**config.mk**
```make
export PLATFORM = sky130hd
export DESIGN_NAME = sdram_arbiter
export DESIGN_NICKNAME = d
export VERILOG_FILES = /design/src/rtl/sdram_arbiter.sv
export SDC_FILE = /design/constraint.sdc
export NUM_CORES = 1
export LEC_CHECK = 0
export BUFFER_PORTS_ARGS = -buffer_cell sky130_fd_sc_hd__buf_2
export CELL_PAD_IN_SITES_DETAIL_PLACEMENT = 0
export CELL_PAD_IN_SITES_GLOBAL_PLACEMENT = 1
export CORE_ASPECT_RATIO = 0.9
export CORE_MARGIN = 2
export CORE_UTILIZATION = 29
export CTS_CLUSTER_SIZE = 8
export DETAILED_ROUTE_END_ITERATION = 6
export GPL_TIMING_DRIVEN = 0
export PLACE_DENSITY_LB_ADDON = 0.1
export SLEW_MARGIN = 20
export SYNTH_ARGS = -nofsm -noshare
export SYNTH_HDL_FRONTEND = slang
export SYNTH_SLANG_ARGS = --single-unit
```
**constraint.sdc**
```tcl
create_clock -name clk -period 1.6 [get_ports clk]
set_input_delay 0.08 -clock clk [delete_from_list [all_inputs] [get_ports clk]]
set_output_delay 0.08 -clock clk [all_outputs]
set_load 0.1 [all_outputs]
```
**src/rtl/sdram_arbiter.sv**
```systemverilog
// sdram_arbiter: three-port arbiter in front of a single-access SDRAM controller.
// Latency: ack/mem_ce one cycle after arbitration, done SLOT_CYCLES cycles after that.
// Backpressure: requests are held until ack; only IDLE and the last SLOT cycle arbitrate.
// Build option: define SDRAM_ARB_ROUND_ROBIN_EN for rotating priority (default fixed 0>1>2).
module sdram_arbiter #(
  parameter int SLOT_CYCLES = 5
) (
  input  logic        clk,
  input  logic        reset,
  input  logic        p0_req,
  input  logic        p0_we,
  input  logic [22:0] p0_addr,
  input  logic [7:0]  p0_wdata,
  output logic        p0_ack,
  output logic        p0_done,
  input  logic        p1_req,
  input  logic        p1_we,
  input  logic [22:0] p1_addr,
  input  logic [7:0]  p1_wdata,
  output logic        p1_ack,
  output logic        p1_done,
  input  logic        p2_req,
  input  logic        p2_we,
  input  logic [22:0] p2_addr,
  input  logic [7:0]  p2_wdata,
  output logic        p2_ack,
  output logic        p2_done,
  output logic [7:0]  rdata,
  output logic        mem_ce,
  output logic        mem_we,
  output logic [22:0] mem_addr,
  output logic [7:0]  mem_wdata,
  input  logic [7:0]  mem_rdata,
  output logic        busy
);

  typedef enum logic {IDLE, SLOT} state_t;

  state_t      state;
  logic [3:0]  cnt;
  logic [1:0]  cur;
  logic [2:0]  ack_r;
  logic [2:0]  done_r;
  logic [2:0]  req_vec;
  logic        last_slot;
  logic        arb_en;
  logic [1:0]  o0, o1, o2;
  logic [1:0]  win;
  logic        win_vld;
  logic        win_we;
  logic [22:0] win_addr;
  logic [7:0]  win_wdata;

  assign req_vec   = {p2_req, p1_req, p0_req};
  assign last_slot = (state == SLOT) && (cnt == 4'(SLOT_CYCLES - 1));
  // The last slot cycle doubles as an arbitration cycle so grants run back to back.
  assign arb_en    = (state == IDLE) || last_slot;

  assign rdata   = mem_rdata;
  assign p0_ack  = ack_r[0];
  assign p1_ack  = ack_r[1];
  assign p2_ack  = ack_r[2];
  assign p0_done = done_r[0];
  assign p1_done = done_r[1];
  assign p2_done = done_r[2];

`ifdef SDRAM_ARB_ROUND_ROBIN_EN
  logic [1:0] last;
  // Priority order starts at the port after the last winner.
  assign o0 = (last == 2'd2) ? 2'd0 : last + 2'd1;
  assign o1 = (o0 == 2'd2) ? 2'd0 : o0 + 2'd1;
  assign o2 = (o1 == 2'd2) ? 2'd0 : o1 + 2'd1;
`else
  assign o0 = 2'd0;
  assign o1 = 2'd1;
  assign o2 = 2'd2;
`endif

  // Pick the first requesting port in the current priority order.
  always_comb begin
    win     = 2'd0;
    win_vld = 1'b0;
    if (req_vec[o0]) begin
      win     = o0;
      win_vld = 1'b1;
    end else if (req_vec[o1]) begin
      win     = o1;
      win_vld = 1'b1;
    end else if (req_vec[o2]) begin
      win     = o2;
      win_vld = 1'b1;
    end
  end

  // Route the winner's access fields toward the memory registers.
  always_comb begin
    win_we    = p0_we;
    win_addr  = p0_addr;
    win_wdata = p0_wdata;
    case (win)
      2'd1: begin
        win_we    = p1_we;
        win_addr  = p1_addr;
        win_wdata = p1_wdata;
      end
      2'd2: begin
        win_we    = p2_we;
        win_addr  = p2_addr;
        win_wdata = p2_wdata;
      end
      default: ;
    endcase
  end

  // Grant FSM: registers the access, pulses ack/done and times the slot.
  always_ff @(posedge clk) begin
    if (reset) begin
      state     <= IDLE;
      cnt       <= '0;
      cur       <= '0;
      ack_r     <= '0;
      done_r    <= '0;
      busy      <= 1'b0;
      mem_ce    <= 1'b0;
      mem_we    <= 1'b0;
      mem_addr  <= '0;
      mem_wdata <= '0;
`ifdef SDRAM_ARB_ROUND_ROBIN_EN
      last      <= 2'd2;
`endif
    end else begin
      mem_ce <= 1'b0;
      ack_r  <= '0;
      done_r <= last_slot ? (3'b001 << cur) : 3'b000;
      if (arb_en && win_vld) begin
        state     <= SLOT;
        cnt       <= '0;
        cur       <= win;
        busy      <= 1'b1;
        ack_r     <= 3'b001 << win;
        mem_ce    <= 1'b1;
        mem_we    <= win_we;
        mem_addr  <= win_addr;
        mem_wdata <= win_wdata;
`ifdef SDRAM_ARB_ROUND_ROBIN_EN
        last      <= win;
`endif
      end else if (state == SLOT) begin
        if (last_slot) begin
          state <= IDLE;
          busy  <= 1'b0;
          cnt   <= '0;
        end else begin
          cnt <= cnt + 4'd1;
        end
      end
    end
  end

endmodule

```
==> results.md <==
| Metric | Reported |
|:---|:---|
| Detail Route Antenna Nets | 0 |
| Number of warnings printed during yosys synthesis | 0 |
| Initial core utilization | 29.53% |
| Slowest-stage cell, CP | dfxtp_4 |
| Netlist cell types | 37 |
| DRC | 0 |
| TritonCTS clock tree | built |
| Worst path max stage delay | 0.36 ns |
| Worst setup path endpoint | mem_we$_SDFFE_PP0P_ |
| Tightest Pin Transition | 0.5608 ns |
| Final-layout setup total negative slack | 0 ns |
| First DRT Iteration DRCs | 104 |
| Weighted congestion at the end of routability-driven global placement | 0.7367 |
| Outcome | finished, final reports clean |
| Final critical-path share of the clock period | 97.64% |
| Number of gates on the worst path with buffers counted | 7 |
| Data arrival time of the worst path | 1.75 ns |
| Critical path startpoint | cnt[0]$_SDFFE_PP0P_ |
| Count of input and output buffers | 146 |
| Class of the most critical setup path | reg2reg |
| Crit start category | flop |
| Fill cell instance count of the final layout | 1057 |
| Area occupied by multi-input gates | 0.001728 mm2 |
| Sort of element at the end of the critical path | flop |
| Mean instance size in the synthesized netlist | 9.347 um2 |
| Number of nets in the layout | 593 |
| Hold WC Path Type | in2reg |
| Share of synthesized registers carrying an async set or reset | 0% |
| Layout Utilization | 41.85% |
| Worst Reg2Reg Path Length in Cells | 7 |
| Number of instances in the synthesized netlist | 321 |
| Reg area | 945.9 um2 |
| Final global-route overflow total | 0 |
| Area of the die | 0.01118 mm2 |
| First-pass GRT wire length | 15.08 mm |
| Count of pins over their slew limit | 0 |
| Via count normalized by instance count | 4.850 |
| Crit Reg-Reg Endpoint | mem_we$_SDFFE_PP0P_ |
| Clock-pin transition on the worst setup and hold timing paths | 0.07 ns |
| Final setup viols | 0 |
| Power Dens Cells | 935.8 mW/mm2 |
| Max cap viols | 0 |
| Library cell used as clock root buffer | clkbuf_16 |
| Final setup skew | 0.005788 ns |
| FF-to-FF setup slack | 0.04 ns |
| Maximum number of buffers from clock root to sink | 2 |
| Cell type contributing the most total cell area after synthesis | dfxtp_1 |
| Number of global-route vias before repair | 2966 |
| Met2 layer usage reported by global route | 27.30% |
| Latest clock arrival within the worst-skew pair | 0.30 ns |
| Total placed cells including tap cells | 596 |
| Count of vias placed by the detailed router | 2968 |
| Reg-to-Reg Start | cnt[0]$_SDFFE_PP0P_ |
| Antenna Diode Count | 0 |
| Routed Wire Length | 9.780 mm |
| Wirelength per Cell | 15.98 um |
| Placement Rows | 35 |
| Total core area | 0.01016 mm2 |
| CTS Buf Count | 5 |
| Required time of the critical path | 1.78 ns |
| Sequential fraction of the synthesis area | 31.36% |
| Pleak | 1.965 nW |
| Worst hold slack | 0.1255 ns |
| Final period demand of the worst path | 1.562 ns |
| Number of primary I/O pins | 157 |
| Final-report hold violation count | 0 |
| Flops & latches, synth | 47 |
| Area contributors post-synth | dfxtp_1 31%, nor4b_1 9.9%, mux2_2 9.8%, nor3b_1 8.0%, a2111oi_0 7.9% |
| Post-layout power | 3.979 mW |
| DRT Pass-1 Iters | 4 |
| Post-Synthesis Net Count | 432 |
| Headroom to the max-slew limit | 61.65% |
| GR peak layer | met2 |
| Met3 Use GR | 4.811% |
| Number of synthesized flops with an enable pin | 0 |
| Maximum number of pins on one net before global-route repair | 17 |
| Clk sink count | 47 |
| HPWL Detailed | 7.115 mm |
| Tot GR Track Use | 17.03% |
| Die Y-Extent | 100.5 um |
| Maximum level of the CTS H-tree | 2 |
| Worst-case vdd ir drop | 0.3636 mV |
| Count of placed standard cells in the final layout, fillers left out | 612 |
| Largest delay contributor family on the critical path | buffers and inverters |
| Largest driver fanout on the critical path | 7 |
| Share of the synthesized area in the top cell type | 31.36% |
| Post-synthesis to final-layout area growth | 41.70% |
| Netlist Area Pre-Place | 0.003000 mm2 |
| Main flop type after synthesis | dfxtp_1 |
| Maximum clock rate | 640.1 MHz |
| Horizontal die dimension | 111.2 um |
| Unrepaired setup endpoints after global routing | yes |
| Critical path, cell by cell | inv_2 > ha_4 > nand3b_4 > a21oi_4 > buf_12 > clkbuf_16 > mux2_2 |
| Met1 capacity usage during global routing | 22.54% |
| Antenna violations before repair | 0 |
| Worst path bufs/invs | 3 |
| Fraction of layout instances using a drive strength above 1 | 47.62% |
cells by family (layout without fill, tap and decap cells):
kind of cell             count (synthesis)  count (layout)  share of synthesized area, %
AO/OA/AOI/OAI                           40              40                         11.97
XOR/XNOR                                 2               2                        0.5839
adder cells (fa/ha/maj)                  2               2                        0.8339
buffers and inverters                   76             238                         13.01
flip-flops                              47              47                         31.36
multiplexers                            34              34                         13.30
AND/OR/NAND/NOR                        120             120                         28.94
synthesized netlist by cell type (all sizes together), types with 2 or more instances:
cell type and number:
a2111oi 32, a21oi 3, buf 27, clkbuf 14, dfxtp 47, ha 2
inv 35, mux2 32, mux2i 2, nand2 6, nand3b 2, nor2 2
nor2b 32, nor3 4, nor3b 32, nor4 3, nor4b 34, xor2 2
tightest hold or removal path, delay by kind of cell:
| family | cells | cell delay (ns) |
|---|---|---|
| buf+inv | 1 | 0.09 |
| compound gates | 1 | 0.06 |
| simple gates | 2 | 0.14 |
layout by cell type (no fill, tap or decap), drive strengths merged:
master	Yosys	layout
a221oi	1	1
and3	1	1
ha	2	2
bufinv	0	1
xor2	2	2
a2111oi	32	32
a21o	1	1
buf	27	180
nor4	3	3
inv	35	36
and2	1	1
nand4b	1	1
clkbuf	14	20
nand4	1	1
and4b	1	1
a21oi	3	3
a21boi	1	1
nor2	2	2
nor3	4	4
nor2b	32	32
nor3b	32	32
clkinvlp	0	1
nand2	6	6
nand3b	2	2
mux2	32	32
mux2i	2	2
o21bai	1	1
dfxtp	47	47
o221a	1	1
nor4b	34	34
stage by stage:
stage / setup slack [ns] / area (um2)
after detailed placement: -0.2780 / 3892
after global placement: -0.2456 / 3892
after CTS: 0.004311 / 4154
after floorplan: 0.002520 / 3000
final: 0.03772 / 4252
after global routing: -0.01296 / 4252
flip-flops by register name, indices dropped and copies added (netlist names):
| signal | count |
|---|---|
| ack_r | 3 |
| mem_wdata | 8 |
| cnt | 4 |
| done_r | 3 |
| busy | 1 |
| mem_we | 1 |
| mem_addr | 23 |
| cur | 2 |
| state | 1 |
| mem_ce | 1 |
metal layers:
layer	vias to the layer above	share of wire (%)
met3	6	6.9
met1	1370	46
li1	1482	-
met5	-	0
met4	0	1.1
met2	110	46
area by class of cell:
cell class | instances | area share (%)
flip-flops and latches | 47 | 22.25
well taps | 129 | 3.796
multi-input cells | 198 | 40.64
plain buffers | 41 | 6.622
clock inverters | 3 | 1.089
clock buffers | 5 | 2.943
inverters | 35 | 3.090
repair buffers | 154 | 19.57
timing repair:
| action | in CTS | in global routing |
|---|---|---|
| gates cloned | 1 | 1 |
| endpoints found under the setup margin | 36 | 33 |
| hold buffers | 0 | 0 |
| buffers inserted | 3 | 3 |
| gates resized for setup | 13 | 16 |
| pin swaps | 1 | 2 |
power breakdown:
group | switching [mW] | internal [mW] | total [mW] | leakage [nW]
Sequential | 0.0429 | 1.26 | 1.30 | 0.388
Combinational | 1.00 | 0.442 | 1.45 | 1.50
Clock | 0.489 | 0.743 | 1.23 | 0.0804
Total | 1.54 | 2.44 | 3.98 | 1.96
worst min-delay path by stage:
| stage | from | end | cells after the start |
|---|---|---|---|
| after CTS | p0_req | state$_SDFF_PP0_ | 3 |
| after detailed placement | p0_req | state$_SDFF_PP0_ | 3 |
| final | p0_req | cnt[0]$_SDFFE_PP0P_ | 4 |
| after floorplan | p1_req | mem_ce$_SDFF_PP0_ | 2 |
| after global placement | p0_req | state$_SDFF_PP0_ | 3 |
| after global routing | p0_req | cnt[0]$_SDFFE_PP0P_ | 4 |
Power figures use the tool's default switching activity.
